### config.mk
export PLATFORM = sky130hd
export DESIGN_NAME = load_store_unit
export DESIGN_NICKNAME = d
export VERILOG_FILES = /design/src/rtl/load_store_unit.sv
export SDC_FILE = /design/constraint.sdc
export NUM_CORES = 1
export LEC_CHECK = 0
export ABC_AREA = 1
export BUFFER_PORTS_ARGS = -buffer_cell sky130_fd_sc_hd__buf_2
export CORE_UTILIZATION = 52
export CTS_CLUSTER_DIAMETER = 80
export DETAILED_ROUTE_END_ITERATION = 12
export GPL_TIMING_DRIVEN = 1
export PLACE_DENSITY = 0.82
export SLEW_MARGIN = 30
export SYNTH_ARGS = -nofsm -noshare
export SYNTH_HDL_FRONTEND = slang
export SYNTH_SLANG_ARGS = --single-unit
### constraint.sdc
create_clock -name clk -period 2.5 [get_ports clk]
set_input_delay 0.125 -clock clk [delete_from_list [all_inputs] [get_ports clk]]
set_output_delay 0.125 -clock clk [all_outputs]
set_load 0.01 [all_outputs]
### src/rtl/load_store_unit.sv
// Byte/halfword/word load-store unit over a 16 KB word-wide memory, with read-modify-write for SB/SH.
// Optional build macro LSU_BOUNDS_CHECK_EN rejects requests whose address has any of bits [31:14] set.
module load_store_unit (
  input  logic        clk,
  input  logic        rst_n,
  input  logic        req_valid,
  output logic        req_ready,
  input  logic        req_we,
  input  logic [2:0]  req_funct3,
  input  logic [31:0] req_addr,
  input  logic [31:0] req_wdata,
  output logic        resp_valid,
  input  logic        resp_ready,
  output logic [31:0] resp_rdata,
  output logic        resp_err,
  output logic        mem_we,
  output logic [13:0] mem_addr,
  output logic [31:0] mem_wdata,
  input  logic [31:0] mem_rdata
);

  localparam int unsigned AW  = 14;
  localparam int unsigned DW  = 32;
  localparam int unsigned HW  = 16;
  localparam logic [2:0] F3_B  = 3'b000;
  localparam logic [2:0] F3_H  = 3'b001;
  localparam logic [2:0] F3_W  = 3'b010;
  localparam logic [2:0] F3_BU = 3'b100;
  localparam logic [2:0] F3_HU = 3'b101;

  typedef enum logic [1:0] {IDLE, RD, WR, RESP} state_t;

  state_t          state_q, state_d;
  logic            we_q;
  logic [2:0]      funct3_q;
  logic [AW-1:0]   addr_q;
  logic [HW-1:0]   wdata_q;

  logic            req_ready_d;
  logic            resp_valid_d, resp_err_d;
  logic [DW-1:0]   resp_rdata_d;
  logic            mem_we_d;
  logic [AW-1:0]   mem_addr_d;
  logic [DW-1:0]   mem_wdata_d;
  logic            accept_c;
  logic            req_err_c;
  logic            addr_oob_c;

`ifdef LSU_BOUNDS_CHECK_EN
  assign addr_oob_c = |req_addr[DW-1:AW];
`else
  logic unused_addr_hi;
  assign addr_oob_c     = 1'b0;
  assign unused_addr_hi = ^req_addr[DW-1:AW];
`endif

  // Select the addressed lane of the read word and extend it to 32 bits.
  function automatic logic [DW-1:0] load_extract(input logic [2:0] f3, input logic [1:0] a,
                                                 input logic [DW-1:0] w);
    logic [7:0]    b;
    logic [HW-1:0] h;
    logic [DW-1:0] r;
    b = w[{a, 3'b000} +: 8];
    h = a[1] ? w[31:16] : w[15:0];
    case (f3)
      F3_B:    r = {{24{b[7]}}, b};
      F3_H:    r = {{16{h[15]}}, h};
      F3_BU:   r = {24'd0, b};
      F3_HU:   r = {16'd0, h};
      default: r = w;
    endcase
    return r;
  endfunction

  // Overlay the store data onto the addressed lane of the current word.
  function automatic logic [DW-1:0] store_merge(input logic [2:0] f3, input logic [1:0] a,
                                                input logic [DW-1:0] w, input logic [HW-1:0] wd);
    logic [DW-1:0] r;
    r = w;
    case (f3)
      F3_B: r[{a, 3'b000} +: 8] = wd[7:0];
      F3_H: if (a[1]) r[31:16] = wd; else r[15:0] = wd;
      default: r = w;
    endcase
    return r;
  endfunction

  // Illegal size code, misalignment or out-of-range address.
  always_comb begin
    logic code_ok;
    logic misaligned;
    code_ok    = req_we ? (req_funct3 inside {F3_B, F3_H, F3_W})
                        : (req_funct3 inside {F3_B, F3_H, F3_W, F3_BU, F3_HU});
    misaligned = ((req_funct3[1:0] == 2'b01) && req_addr[0]) ||
                 ((req_funct3[1:0] == 2'b10) && (req_addr[1:0] != 2'b00));
    req_err_c  = !code_ok || misaligned || addr_oob_c;
  end

  always_comb begin
    state_d      = state_q;
    accept_c     = 1'b0;
    resp_valid_d = 1'b0;
    resp_err_d   = 1'b0;
    resp_rdata_d = '0;
    mem_we_d     = 1'b0;
    mem_addr_d   = '0;
    mem_wdata_d  = '0;
    case (state_q)
      IDLE: begin
        if (req_valid) begin
          accept_c = 1'b1;
          if (req_err_c) begin
            state_d      = RESP;
            resp_valid_d = 1'b1;
            resp_err_d   = 1'b1;
          end else if (!req_we || (req_funct3 != F3_W)) begin
            state_d    = RD;
            mem_addr_d = req_addr[AW-1:0];
          end else begin
            state_d     = WR;
            mem_we_d    = 1'b1;
            mem_addr_d  = req_addr[AW-1:0];
            mem_wdata_d = req_wdata;
          end
        end
      end
      RD: begin
        if (!we_q) begin
          state_d      = RESP;
          resp_valid_d = 1'b1;
          resp_rdata_d = load_extract(funct3_q, addr_q[1:0], mem_rdata);
        end else begin
          state_d     = WR;
          mem_we_d    = 1'b1;
          mem_addr_d  = addr_q;
          mem_wdata_d = store_merge(funct3_q, addr_q[1:0], mem_rdata, wdata_q);
        end
      end
      WR: begin
        state_d      = RESP;
        resp_valid_d = 1'b1;
      end
      RESP: begin
        if (resp_ready) begin
          state_d = IDLE;
        end else begin
          resp_valid_d = 1'b1;
          resp_err_d   = resp_err;
          resp_rdata_d = resp_rdata;
        end
      end
      default: state_d = IDLE;
    endcase
    req_ready_d = (state_d == IDLE);
  end

  always_ff @(posedge clk or negedge rst_n) begin
    if (!rst_n) begin
      state_q    <= IDLE;
      we_q       <= 1'b0;
      funct3_q   <= '0;
      addr_q     <= '0;
      wdata_q    <= '0;
      req_ready  <= 1'b1;
      resp_valid <= 1'b0;
      resp_err   <= 1'b0;
      resp_rdata <= '0;
      mem_we     <= 1'b0;
      mem_addr   <= '0;
      mem_wdata  <= '0;
    end else begin
      state_q    <= state_d;
      req_ready  <= req_ready_d;
      resp_valid <= resp_valid_d;
      resp_err   <= resp_err_d;
      resp_rdata <= resp_rdata_d;
      mem_we     <= mem_we_d;
      mem_addr   <= mem_addr_d;
      mem_wdata  <= mem_wdata_d;
      if (accept_c) begin
        we_q     <= req_we;
        funct3_q <= req_funct3;
        addr_q   <= req_addr[AW-1:0];
        wdata_q  <= req_wdata[HW-1:0];
      end
    end
  end

endmodule

=== Word level (Yosys, flattened, before mapping) ===
Index checks and enable logic that the tools add are counted.

* Register bits after elaboration: 118
* Input bits: 104
* Output and inout port bits: 82
* Logic and storage cells: 83

* $add $sub $neg: 1
* Eq/ne operators: 14
* Shift-type cells: 3
* Multiplexer cells: 39
* Reductions and logical operators: 14

{| class="wikitable"
|+ Operators by type and width
! kind !! number
|-
| 2-to-1 mux 32 bit || 6
|-
| one-hot mux 32 bit (2 select lines) || 3
|-
| one-hot mux 32 bit (4 select lines) || 1
|-
| 2-to-1 mux 16 bit || 3
|-
| 2-to-1 mux 14 bit || 3
|-
| bitwise mux 32 bit || 1
|-
| variable shift 8 x 7 -> 32 bit (first input constant) || 1
|-
| indexed part select 32 x 6 -> 8 bit || 1
|-
| indexed part select 8 x 7 -> 32 bit || 1
|-
| one-hot mux 14 bit (2 select lines) || 1
|-
| 2-to-1 mux 1 bit || 13
|-
| == test 3 bit (second input constant) || 4
|-
| 2-to-1 mux 2 bit || 4
|-
| one-hot mux 2 bit (4 select lines) || 1
|-
| negation 5 -> 7 bit || 1
|-
| == test 2 bit (second input constant) || 3
|-
| == test 3 x 1 -> 1 bit (second input constant) || 2
|-
| logical NOT 3 bit || 2
|-
| nonzero test 5 bit || 1
|-
| == test 2 x 1 -> 1 bit (second input constant) || 2
|-
| logical NOT 2 bit || 2
|-
| one-hot mux 1 bit (2 select lines) || 2
|-
| one-hot mux 1 bit (4 select lines) || 1
|-
| == test 3 x 2 -> 1 bit (second input constant) || 1
|-
| other kinds (7) || 11
|}

=== Depth between registers and ports, before layout ===
Gate-level depths: netlist of run 1.

* Depth after elaboration: 9
* Gate-level depth with buffers: 11
* Depth with buffers taken out: 10

=== Least setup slack after synthesis of run 1 ===
Ideal clock, no wire load.

* Path kind: register -> register
* Start: register addr_q[0]
* End: register mem_wdata[16]
* Setup time: 0.065 ns
* Data arrival time: 1.695 ns
* Required time: 2.435 ns
* Setup slack: 0.740 ns
* Stages on the path, launching flop included: 12
* Clock period less this slack: 1.760 ns
* Cells stage by stage: dfrtp_1 > clkbuf_2 > inv_1 > ha_1 > inv_1 > nor2_1 > nand3_1 > nand2_2 > nand2_1 > nand2_1 > nand2_1 > nand2_1

* Word-level cells in the longest chain between the ends: 6
* Elaborated cells between the ends (all ways): 7
* Those cells by class: add/sub (1); shift (2); mux (4)

{| class="wikitable"
|+ Ends and longest elaborated chain
! what !! line !! source
|-
| start, declared || 36 || <nowiki>logic [AW-1:0] addr_q;</nowiki>
|-
| start signal, assigned || 183 || <nowiki>addr_q <= req_addr[AW-1:0];</nowiki>
|-
| negation 5 -> 7 bit (*) || 81 || <nowiki>F3_B: r[{a, 3'b000} +: 8] = wd[7:0];</nowiki>
|-
| indexed part select 8 x 7 -> 32 bit or variable shift 8 x 7 -> 32 bit (tied branches) || 81 ||
|-
| bitwise mux 32 bit (*) || 81 ||
|-
| one-hot mux 32 bit (2 select lines) (*) || 80 || <nowiki>case (f3)</nowiki>
|-
| 2-to-1 mux 32 bit (*) || 128 || <nowiki>if (!we_q) begin</nowiki>
|-
| one-hot mux 32 bit (2 select lines) (*) || 108 || <nowiki>case (state_q)</nowiki>
|-
| via mem_wdata_d[16] || 44 || <nowiki>logic [DW-1:0] mem_wdata_d;</nowiki>
|-
| end signal, assigned || 179 || <nowiki>mem_wdata <= mem_wdata_d;</nowiki>
|-
| end, declared || 18 || <nowiki>output logic [31:0] mem_wdata,</nowiki>
|}

Mark *: on every way through the listed nets, which the timed path passes. The rest lies on a longest branch.
A chain may end at the register's enable or synchronous reset.

=== Final worst setup path of run 1 ===
* Start: register funct3_q[1]
* End: register mem_wdata[28]

* Word-level cells in the longest chain between the ends: 4
* Elaborated cells between the ends (all ways): 5
* Those cells by class: eq/ne (1); mux (3); reduce/logical (1)

{| class="wikitable"
|+ Ends and longest elaborated chain
! what !! line !! source
|-
| start, declared || 35 || <nowiki>logic [2:0] funct3_q;</nowiki>
|-
| start signal, assigned || 182 || <nowiki>funct3_q <= req_funct3;</nowiki>
|-
| == test 3 x 1 -> 1 bit or logical NOT 3 bit (tied branches) || 80 ||
|-
| one-hot mux 32 bit (2 select lines) (*) || 80 ||
|-
| 2-to-1 mux 32 bit (*) || 128 ||
|-
| one-hot mux 32 bit (2 select lines) (*) || 108 ||
|-
| via mem_wdata_d[28] || 44 ||
|}

Marks and branches as above.

==> out/results.ini, run 1 <==
[routing]
drt-met1-wl_um=7650
wl_met3_um=1490
drtIter0Drc=560
vias=6268
drcViolationCount=0
final_antenna_net_count=0
first_pass_iters=7
met2WireLength_um=8820
highest_layer=met4
post_drt_via_cell_ratio=5.20
wl_um=18500
post_drt_wl_per_cell_um=15.3

[clock_network]
post_cts_buffers=0
clock_sinks=118
cts_tree=built
h-tree-depth=4
clock_path_buffers=2
clkLatencyLatePin_ns=0.43
clkTransAtPathRegs_ns=0.06
root_buffer=clkbuf_16
cts_buffers=17

[die]
die_x_um=110
core_mm2=0.0114
pin_count=186
die_area_mm2=0.0121
row_count=39
die_y_um=110
initial_core_util_pct=53.2

[final_layout]
ff_latch_area_mm2=0.00296
drive_gt1_share_pct=22.5
antenna_cells=0
fillers=914
fin_area_mm2=0.00808
nets=1159
multi_input_area_mm2=0.00266
area_delta_synth_final_pct=33.6
postLayoutCoreUtil_pct=71.1

[global_route]
grt_pass1_wl_um=28900
grt_overflow_total=0
grt_pass1_vias=5955
grt_max_degree=61
antenna_found_initial=0
track_usage_pct=32.2

[hold_path]
hold_depth=5
min-delay-start=mem_rdata[9]
min_path_type=primary input to register
hold_path_end=mem_wdata[9]

[worst_setup_path]
rr_worst_depth=9
path_max_fanout=12
crit_required_ns=2.81
cp_data_arrival_time_ns=2.68
crit_chain=nor2_4 > nand2_2 > nand2_4 > nand3_2 > nand2_1 > nand2_1 > nand2_1 > nand2_1 > dlygate4sd3_1
reg2reg_setup_slack_ns=0.13
start_kind=register
path_common_cell=nand2_1
critPathSlowestCell=dlygate4sd3_1
crit_buf_inv=1
cp_slowest_stage_delay_ns=0.57
r2r_start=funct3_q[1]
critical_path_class=register to register
cp_top_family=simple AND/OR/NAND/NOR gates
r2r_end=mem_wdata[28]
endpoint_kind=register
crit_start=funct3_q[1]

[timing]
period_minus_slack_ns=2.37
setup_slack_ns=0.131
slew_headroom_pct=32.4
setup-violations-final=0
fin_crit_sh_pct=94.8
skew_ns=0.00993
rsz0062_at_grt=false
hold_viol=0
worst_slew_pin_slew_ns=1.01
final-max-slew-violation-count=0
finalSetupTns_ns=0
fmaxAchievable_ghz=0.422

[synthesis]
synth_top_cell_area_share_pct=48.4
syn_avg_cell_area_um2=7.24
synth_edf_count=0
syn-instance-count=835
async_flop_share_pct=100
synthesis.nets=944
ys_ff_latch=118
synth_area_mm2=0.00605
yosysWarnings=0
synthTopCellsByArea=dfrtp_1 (48%), nand2_1 (22%), nor2_1 (5.3%)
ys_seq_area_share_pct=48.8
synth-main-ff-cell=dfrtp_1
ys_types=32
post-synth-top-area-cell=dfrtp_1

[pwr]
power_density_mw_per_mm2=1110
p_leak_nw=4.60
finalPower_mw=9.00
ir_drop_v=0.000903

[placed_design]
hpwl_um=12300
placed_cell_area_mm2=0.00702
place.gp.congestion=0.944
io_buffers=167
post-place-ws_ns=0.450

[job]
drv_cap=0

[status]
status=complete, no violations

kinds of logic (layout without fill, tap and decap cells):
family / count (synthesis) / in the layout / synth area share (%)
AOI/OAI and AO/OA: 107 / 107 / 9.50
adders and majority gates: 5 / 5 / 1.03
DFF: 118 / 118 / 48.8
and+or+nand+nor: 495 / 495 / 33.3
buffers and inverters: 110 / 338 / 7.28
synth_stat cells (2+ instances only):
cell type    n
nand2_1    353
dfrtp_1    117
nor2_1      85
inv_1       70
o21ai_0     60
a21oi_1     28
nand3_1     25
buf_2       15
clkbuf_1    15
o22ai_1     14
nand4_1      9
nand3_2      6
ha_1         5
inv_2        5
nand2_4      3
or2_2        3
buf_4        2
nand2_2      2
nand3b_1     2
nor2_4       2
nor3_1       2
o211ai_1     2
area by class of cell:
class,instances,share of cell area (%)
clock buffer,18,5.44
clock inverter,14,1.32
inverter,76,3.53
multi-input combinational,607,32.9
sequential,118,36.6
tap,143,2.21
timing repair buffer,230,18.0
registers in the layout, indices dropped and copies added (netlist names):
register and flops:
mem_wdata 32, addr_q 14, resp_valid 1, mem_addr 14
wdata_q 16, state_q 2, mem_we 1, resp_err 1
we_q 1, req_ready 1, funct3_q 3, resp_rdata 32
per-stage QoR:
stage / hold WS (ns) / cells
floorplan: -0.171 / 835
global placement: 0.119 / 1123
detailed placement: 0.122 / 1123
CTS: 0.0214 / 1206
global route: 0.0390 / 1206
finish: 0.0270 / 1206
worst min-delay path: stages:
cell and delay, ns:
buf_2 0.11, nand2_1 0.05, nand2_1 0.05, nand2_1 0.04, nand2_1 0.05
per-layer routing:
metal / GRT usage [%] / vias to the layer above
met5: 0 / -
met3: 10.2 / 43
met2: 51.9 / 255
met4: 14.4 / 0
met1: 39.6 / 2935
li1: - / 3035
placed cells by master, fill, tap and decap left out, types with 4 or more instances in the layout:
cell type,synthesis,layout
dfrtp_1,117,115
nand3_1,25,25
inv_1,70,70
ha_1,5,5
inv_2,5,5
o21ai_0,60,60
clkinvlp_4,0,7
o22ai_1,14,14
a21oi_1,28,28
nand4_1,9,9
buf_2,15,166
nand3_2,6,6
clkinv_4,0,4
dlygate4sd3_1,0,51
nor2_1,85,84
buf_4,2,12
clkbuf_16,0,17
nand2_1,353,353
repair_timing:
action,CTS,global route
hold buffers,51,0
resized for setup,0,2
endpoints found under the setup margin,0,1
endpoints found under the hold margin,112,0
where the power goes:
group,total [mW],switching [mW],internal (mW),leakage [nW]
registers,2.91,0.356,2.55,1.56
clock network,2.22,0.929,1.29,0.247
logic,3.87,2.63,1.25,2.79
total,9.00,3.91,5.09,4.60
worst max path at each step:
stage / to / depth (start not counted)
2_1_floorplan: mem_wdata[16] / 11
3_3_place_gp: mem_wdata[30] / 9
3_5_place_dp: mem_wdata[24] / 9
4_1_cts: mem_wdata[28] / 9
5_1_grt: mem_wdata[28] / 9
6_report: mem_wdata[28] / 9
Note: power is estimated with default switching activity, not from simulation.
==> inputs of run 2 (changes only) <==
--- a/config.mk
+++ b/config.mk
@@ -5,13 +5,15 @@
 export SDC_FILE = /design/constraint.sdc
 export NUM_CORES = 1
 export LEC_CHECK = 0
-export ABC_AREA = 1
+export ABC_AREA = 0
 export BUFFER_PORTS_ARGS = -buffer_cell sky130_fd_sc_hd__buf_2
-export CORE_UTILIZATION = 52
+export CAP_MARGIN = 20
+export CORE_UTILIZATION = 50
 export CTS_CLUSTER_DIAMETER = 80
 export DETAILED_ROUTE_END_ITERATION = 12
+export GPL_ROUTABILITY_DRIVEN = 0
 export GPL_TIMING_DRIVEN = 1
-export PLACE_DENSITY = 0.82
+export PLACE_DENSITY = 0.81
 export SLEW_MARGIN = 30
 export SYNTH_ARGS = -nofsm -noshare
 export SYNTH_HDL_FRONTEND = slang
==> run 2 against run 1 <==
Against the previous run:
- die area fell by 6.3%
- clock skew shrank 0.0029 ns
- via count fell by 13%
- non-clock buffer count grew 38
- maximum frequency is 7.2% higher
- setup slack better by 0.16 ns
- area after synthesis shrank 10%
- first-iteration DRC count down 28%
- critical path type unchanged
- largest cell class unchanged
- largest power group is now registers
- highest routed layer unchanged
==> out/results.ini, run 2 <==
[clock_network]
clkTransAtPathRegs_ns=0.06
post_cts_buffers=0
h-tree-depth=4
cts_tree=built
clock_sinks=118
clkLatencyLatePin_ns=0.53
cts_buffers=17
clock_path_buffers=2
root_buffer=clkbuf_8

[timing]
skew_ns=0.00698
fmaxAchievable_ghz=0.452
slew_headroom_pct=43.5
worst_slew_pin_slew_ns=0.845
finalSetupTns_ns=0
rsz0062_at_grt=false
fin_crit_sh_pct=88.4
period_minus_slack_ns=2.21
hold_viol=0
final-max-slew-violation-count=0
setup-violations-final=0

[final_layout]
mostFrequentLayoutCell=buf_2
largest_registers=mem_wdata: 32 flops, resp_rdata: 32 flops, wdata_q: 16 flops
fillers=640
nets=864
final_cell_mix=buf_2 (166), nand2_1 (129), dfrtp_1 (117)
postLayoutCoreUtil_pct=75.6
finalNonFillerCells=905
drive_gt1_share_pct=30.9
area_delta_synth_final_pct=44.7
fin_area_mm2=0.00787

[placed_design]
io_buffers=167
hpwl_um=11500
placed_cell_area_mm2=0.00639
dp_cells=787

[routing]
drtIter0Drc=401
drcViolationCount=0
first_pass_iters=6
vias=5434
post_drt_via_cell_ratio=6.00
wl_um=18400
post_drt_wl_per_cell_um=20.3
final_antenna_net_count=0

[pwr]
ir_drop_v=0.000533
pwr-share-seq_pct=37.5
internal_power_mw=5.21
finalPower_mw=8.13
power_density_mw_per_mm2=1030
clkPwrFrac_pct=31.2
power.switching_mw=2.92
p_leak_nw=4.03
pwr-share-comb_pct=31.3
switching_share_pct=35.9

[synthesis]
syn-instance-count=505
syn_avg_cell_area_um2=10.8
post-synth-top-area-cell=dfrtp_1
synth_edf_count=0
synthesis.nets=614
async_flop_share_pct=100
ys_ff_latch=118
synthTopCellsByArea=dfrtp_1 (54%), nand2_1 (8.9%), a221o_1 (6.3%)
synth_top_cell_area_share_pct=53.8
synth_area_mm2=0.00544
yosysMostFrequentCell=nand2_1
ys_seq_area_share_pct=54.3
ys_types=50
synth-main-ff-cell=dfrtp_1
netlist_top_cells_count=nand2_1 (129), dfrtp_1 (117), a221o_1 (34)
yosysWarnings=0

[global_route]
grt_overflow_total=0
track_usage_pct=34.1
grt_max_degree=56
grt_pass1_wl_um=29100
grt_pass1_vias=5616
antenna_found_initial=1

[worst_setup_path]
endpoint_kind=register
crit_required_ns=2.93
start_kind=register
cp_data_arrival_time_ns=2.64
path_max_fanout=9
critical_path_class=register to register

[die]
die_x_um=106
pin_count=186
core_mm2=0.0104
die_area_mm2=0.0113
row_count=37
die_y_um=106
initial_core_util_pct=52.2

[status]
status=complete, no violations

[job]
drv_cap=0

[hold_path]
min_path_type=primary input to register

## run 2: cell count changes in the layout (fill, tap and decap cells not counted), moves of 24 or more
cell	delta
inv_1	-65
nand3_1	-24
a32o_1	+30
o21ai_0	-47
nand2_1	-224
dlygate4sd3_1	+34
nor2_1	-66
a221o_1	+34
## run 2: cells by family (layout without fill, tap and decap cells)
group                      count (synthesis)  count (layout)  synth area share [%]
AOI/OAI and AO/OA                        130             130                  20.9
adders and majority gates                  5               5                  1.15
muxes                                     12              12                  2.69
and+or+nand+nor                          198             198                  17.1
buffers and inverters                     42             305                  3.84
DFF                                      118             118                  54.3
other                                      0               1                     0
## run 2: area by class of cell
type	count	area, um^2	area share [%]
Antenna cell	1	2.50	0.0318
Clock buffer	23	467	5.93
Clock inverter	9	148	1.88
Inverter	5	18.8	0.238
Multi-Input combinational cell	345	2290	29.1
Sequential cell	118	2950	37.5
Tap cell	136	170	2.16
Timing Repair Buffer	268	1820	23.1
## run 2: through the flow
stage / setup WS (ns) / hold slack (ns)
final: 0.290 / 0.0273
after global routing: 0.154 / 0.00974
after CTS: 0.180 / 0.0112
after detailed placement: 0.280 / 0.150
after global placement: 0.406 / 0.147
after floorplan: 0.366 / -0.171
## run 2: path summary, 6_finish.rpt
path / from / to / slack (ns) / cells after the start
setup reg to reg: addr_q[0] / mem_wdata[15] / 0.29 / 6
min in group asynchronous: rst_n / resp_rdata[25] / 0.17 / 2
setup / recovery: addr_q[0] / mem_wdata[15] / 0.29 / 6
max in group asynchronous: rst_n / req_ready / 1.54 / 3
hold / removal: mem_rdata[15] / resp_rdata[15] / 0.03 / 3
hold reg to reg: addr_q[11] / addr_q[11] / 0.48 / 2
## run 2: what timing repair did
item / in CTS / in global routing
resized for setup: 0 / 1
hold endpoints to repair: 150 / 0
hold buffers: 85 / 0
setup endpoints to repair: 0 / 6
## run 2: power groups by stage
| stage | clock network (mW) | registers (mW) | logic (mW) |
|---|---|---|---|
| after floorplan | 0 | 2.90 | 1.51 |
| after global placement | 0 | 2.98 | 2.24 |
| after detailed placement | 0 | 3.02 | 2.33 |
| after CTS | 2.55 | 3.00 | 2.47 |
| after global routing | 2.66 | 3.10 | 2.77 |
| final | 2.54 | 3.05 | 2.54 |
## run 2: per-layer routing
| layer | vias up | GRT usage (%) | wire [um] |
|---|---|---|---|
| met5 | - | 0 | 0 |
| met1 | 2609 | 40.7 | 6830 |
| li1 | 2362 | - | - |
| met2 | 390 | 56.3 | 8790 |
| met4 | 0 | 20.1 | 970 |
| met3 | 73 | 8.03 | 1760 |
## run 2: worst max-delay path: stages, from the launching register on
cell and delay, ns:
dfrtp_1 0.55, inv_1 0.17, ha_1 0.41, nand4b_1 0.18, nor4_4 0.41, a221oi_1 0.18, o2bb2ai_1 0.21
==> inputs of run 3 (changes only) <==
--- a/config.mk
+++ b/config.mk
@@ -8,12 +8,12 @@
 export ABC_AREA = 0
 export BUFFER_PORTS_ARGS = -buffer_cell sky130_fd_sc_hd__buf_2
 export CAP_MARGIN = 20
-export CORE_UTILIZATION = 50
+export CORE_UTILIZATION = 46
 export CTS_CLUSTER_DIAMETER = 80
 export DETAILED_ROUTE_END_ITERATION = 12
 export GPL_ROUTABILITY_DRIVEN = 0
 export GPL_TIMING_DRIVEN = 1
-export PLACE_DENSITY = 0.81
+export PLACE_DENSITY = 0.78
 export SLEW_MARGIN = 30
 export SYNTH_ARGS = -nofsm -noshare
 export SYNTH_HDL_FRONTEND = slang
==> constraint.sdc (replaced) <==
create_clock -name clk -period 1.98 [get_ports clk]
set_input_delay 0.099 -clock clk [delete_from_list [all_inputs] [get_ports clk]]
set_output_delay 0.099 -clock clk [all_outputs]
set_load 0.01 [all_outputs]
==> run 3 against run 2 <==
Against the previous run:
- design area is essentially flat
- sequential share of layout area is essentially flat
- critical path depth shrank 1
- clock-buffer cell count shrank 2
- via count shrank 3.6%
- cell count is the same
- highest routed layer unchanged
==> out/results.ini, run 3 (synthesis results as in run 2) <==
[status]
status=complete, no violations

[worst_setup_path]
endpoint_kind=register
r2r_start=addr_q[0]
crit_required_ns=2.33
critical_path_class=register to register
path_max_fanout=8
reg2reg_setup_slack_ns=0.08
start_kind=register
r2r_end=mem_wdata[18]
cp_data_arrival_time_ns=2.26
rr_worst_depth=5

[timing]
worst_slew_pin_slew_ns=0.650
setup-violations-final=0
skew_ns=0.00680
final-max-slew-violation-count=0
rsz0062_at_grt=false
fmaxAchievable_ghz=0.525
period_minus_slack_ns=1.90
finalSetupTns_ns=0
fin_crit_sh_pct=96.1
hold_viol=0
slew_headroom_pct=56.7

[global_route]
grt_pass1_wl_um=27500
grt_max_degree=51
track_usage_pct=28.5
antenna_found_initial=0
grt_overflow_total=0
grt_pass1_vias=5267

[clock_network]
h-tree-depth=4
cts_tree=built
root_buffer=clkbuf_16
clock_path_buffers=2
clkTransAtPathRegs_ns=0.05
cts_buffers=17
clock_sinks=118
clkLatencyLatePin_ns=0.42

[final_layout]
postLayoutCoreUtil_pct=68.6
area_delta_synth_final_pct=44.6
drive_gt1_share_pct=32.7
antenna_cells=0
final_cell_mix=buf_2 (166), nand2_1 (129), dfrtp_1 (116)
fin_area_mm2=0.00787
mostFrequentLayoutCell=buf_2
finalNonFillerCells=905
fillers=808
largest_registers=mem_wdata: 32 flops, resp_rdata: 32 flops, wdata_q: 16 flops
nets=859

[die]
initial_core_util_pct=47.5
core_mm2=0.0115
row_count=39
die_y_um=111
die_area_mm2=0.0123
pin_count=186
die_x_um=111

[pwr]
p_leak_nw=4.03
ir_drop_v=0.000711
power_density_mw_per_mm2=1310

[hold_path]
min-delay-start=mem_rdata[1]
min_path_type=primary input to register
hold_depth=3
hold_path_end=resp_rdata[1]

[routing]
drtIter0Drc=484
first_pass_iters=5
post_drt_wl_per_cell_um=18.5
wl_um=16700
drcViolationCount=0
final_antenna_net_count=0
post_drt_via_cell_ratio=5.79
vias=5241

[placed_design]
io_buffers=167
dp_cells=800
placed_cell_area_mm2=0.00649
hpwl_um=11400

[job]
drv_cap=0

-- run 3: cell count changes in the layout (fill, tap and decap cells not counted), moves of 2 or more --
cell | previous run | this run
dlygate4sd3_1 | 85 | 72
buf_4 | 16 | 22
clkbuf_8 | 4 | 1
buf_12 | 1 | 3
-- run 3: critical path: stages, from the launching register on --
cell,delay [ns]
dfrtp_2,0.46
buf_4,0.17
nor4_1,0.40
a41o_1,0.45
a32o_1,0.26
a21o_1,0.09
-- run 3: what timing repair did --
action	CTS	global route
buffers inserted	1	1
pin swaps	1	1
endpoints found under the hold margin	142	0
endpoints found under the setup margin	1	18
hold buffers	72	0
gates resized for setup	0	5
-- run 3: worst max path at each step --
| stage | start | endpoint | slack, ns |
|---|---|---|---|
| after floorplan | addr_q[1] | mem_wdata[24] | 0.04 |
| after global placement | addr_q[0] | mem_wdata[24] | 0.13 |
| after detailed placement | addr_q[0] | mem_wdata[28] | 0.05 |
| after CTS | addr_q[0] | mem_wdata[15] | 0.01 |
| after global routing | addr_q[1] | mem_wdata[15] | 0.004 |
| final | addr_q[0] | mem_wdata[18] | 0.08 |
-- run 3: area by class of cell --
class	count	area, um^2	area share, %
inverters	5	18.8	0.239
multi-input cells	345	2310	29.4
clock inverters	10	178	2.26
flip-flops and latches	118	2960	37.6
clock buffers	21	450	5.73
repair buffers	263	1780	22.6
well taps	143	179	2.27
-- run 3: layer usage --
metal,up-vias,global-route usage (%),wire length [um]
li1,2357,-,-
met1,2547,35.2,6790
met2,294,46.8,8000
met3,43,7.55,1410
met4,0,12.8,511
met5,-,0,0
-- run 3: power breakdown --
group          internal [mW]  switching (mW)  leakage [nW]  total [mW]
combinational           1.42            1.88          2.15        3.30
sequential              3.10           0.652          1.57        3.75
clock                   2.25            1.04         0.307        3.29
total                   6.76            3.58          4.03        10.3
-- run 3: metrics by stage --
stage,worst slack (ns),hold WS [ns],power (mW)
floorplan,0.0370,-0.197,5.62
detailed placement,0.0496,0.136,6.85
finish,0.0763,0.0114,10.3
global placement,0.132,0.131,6.71
CTS,0.0113,0.000126,10.3
global route,0.00375,0.00276,10.9
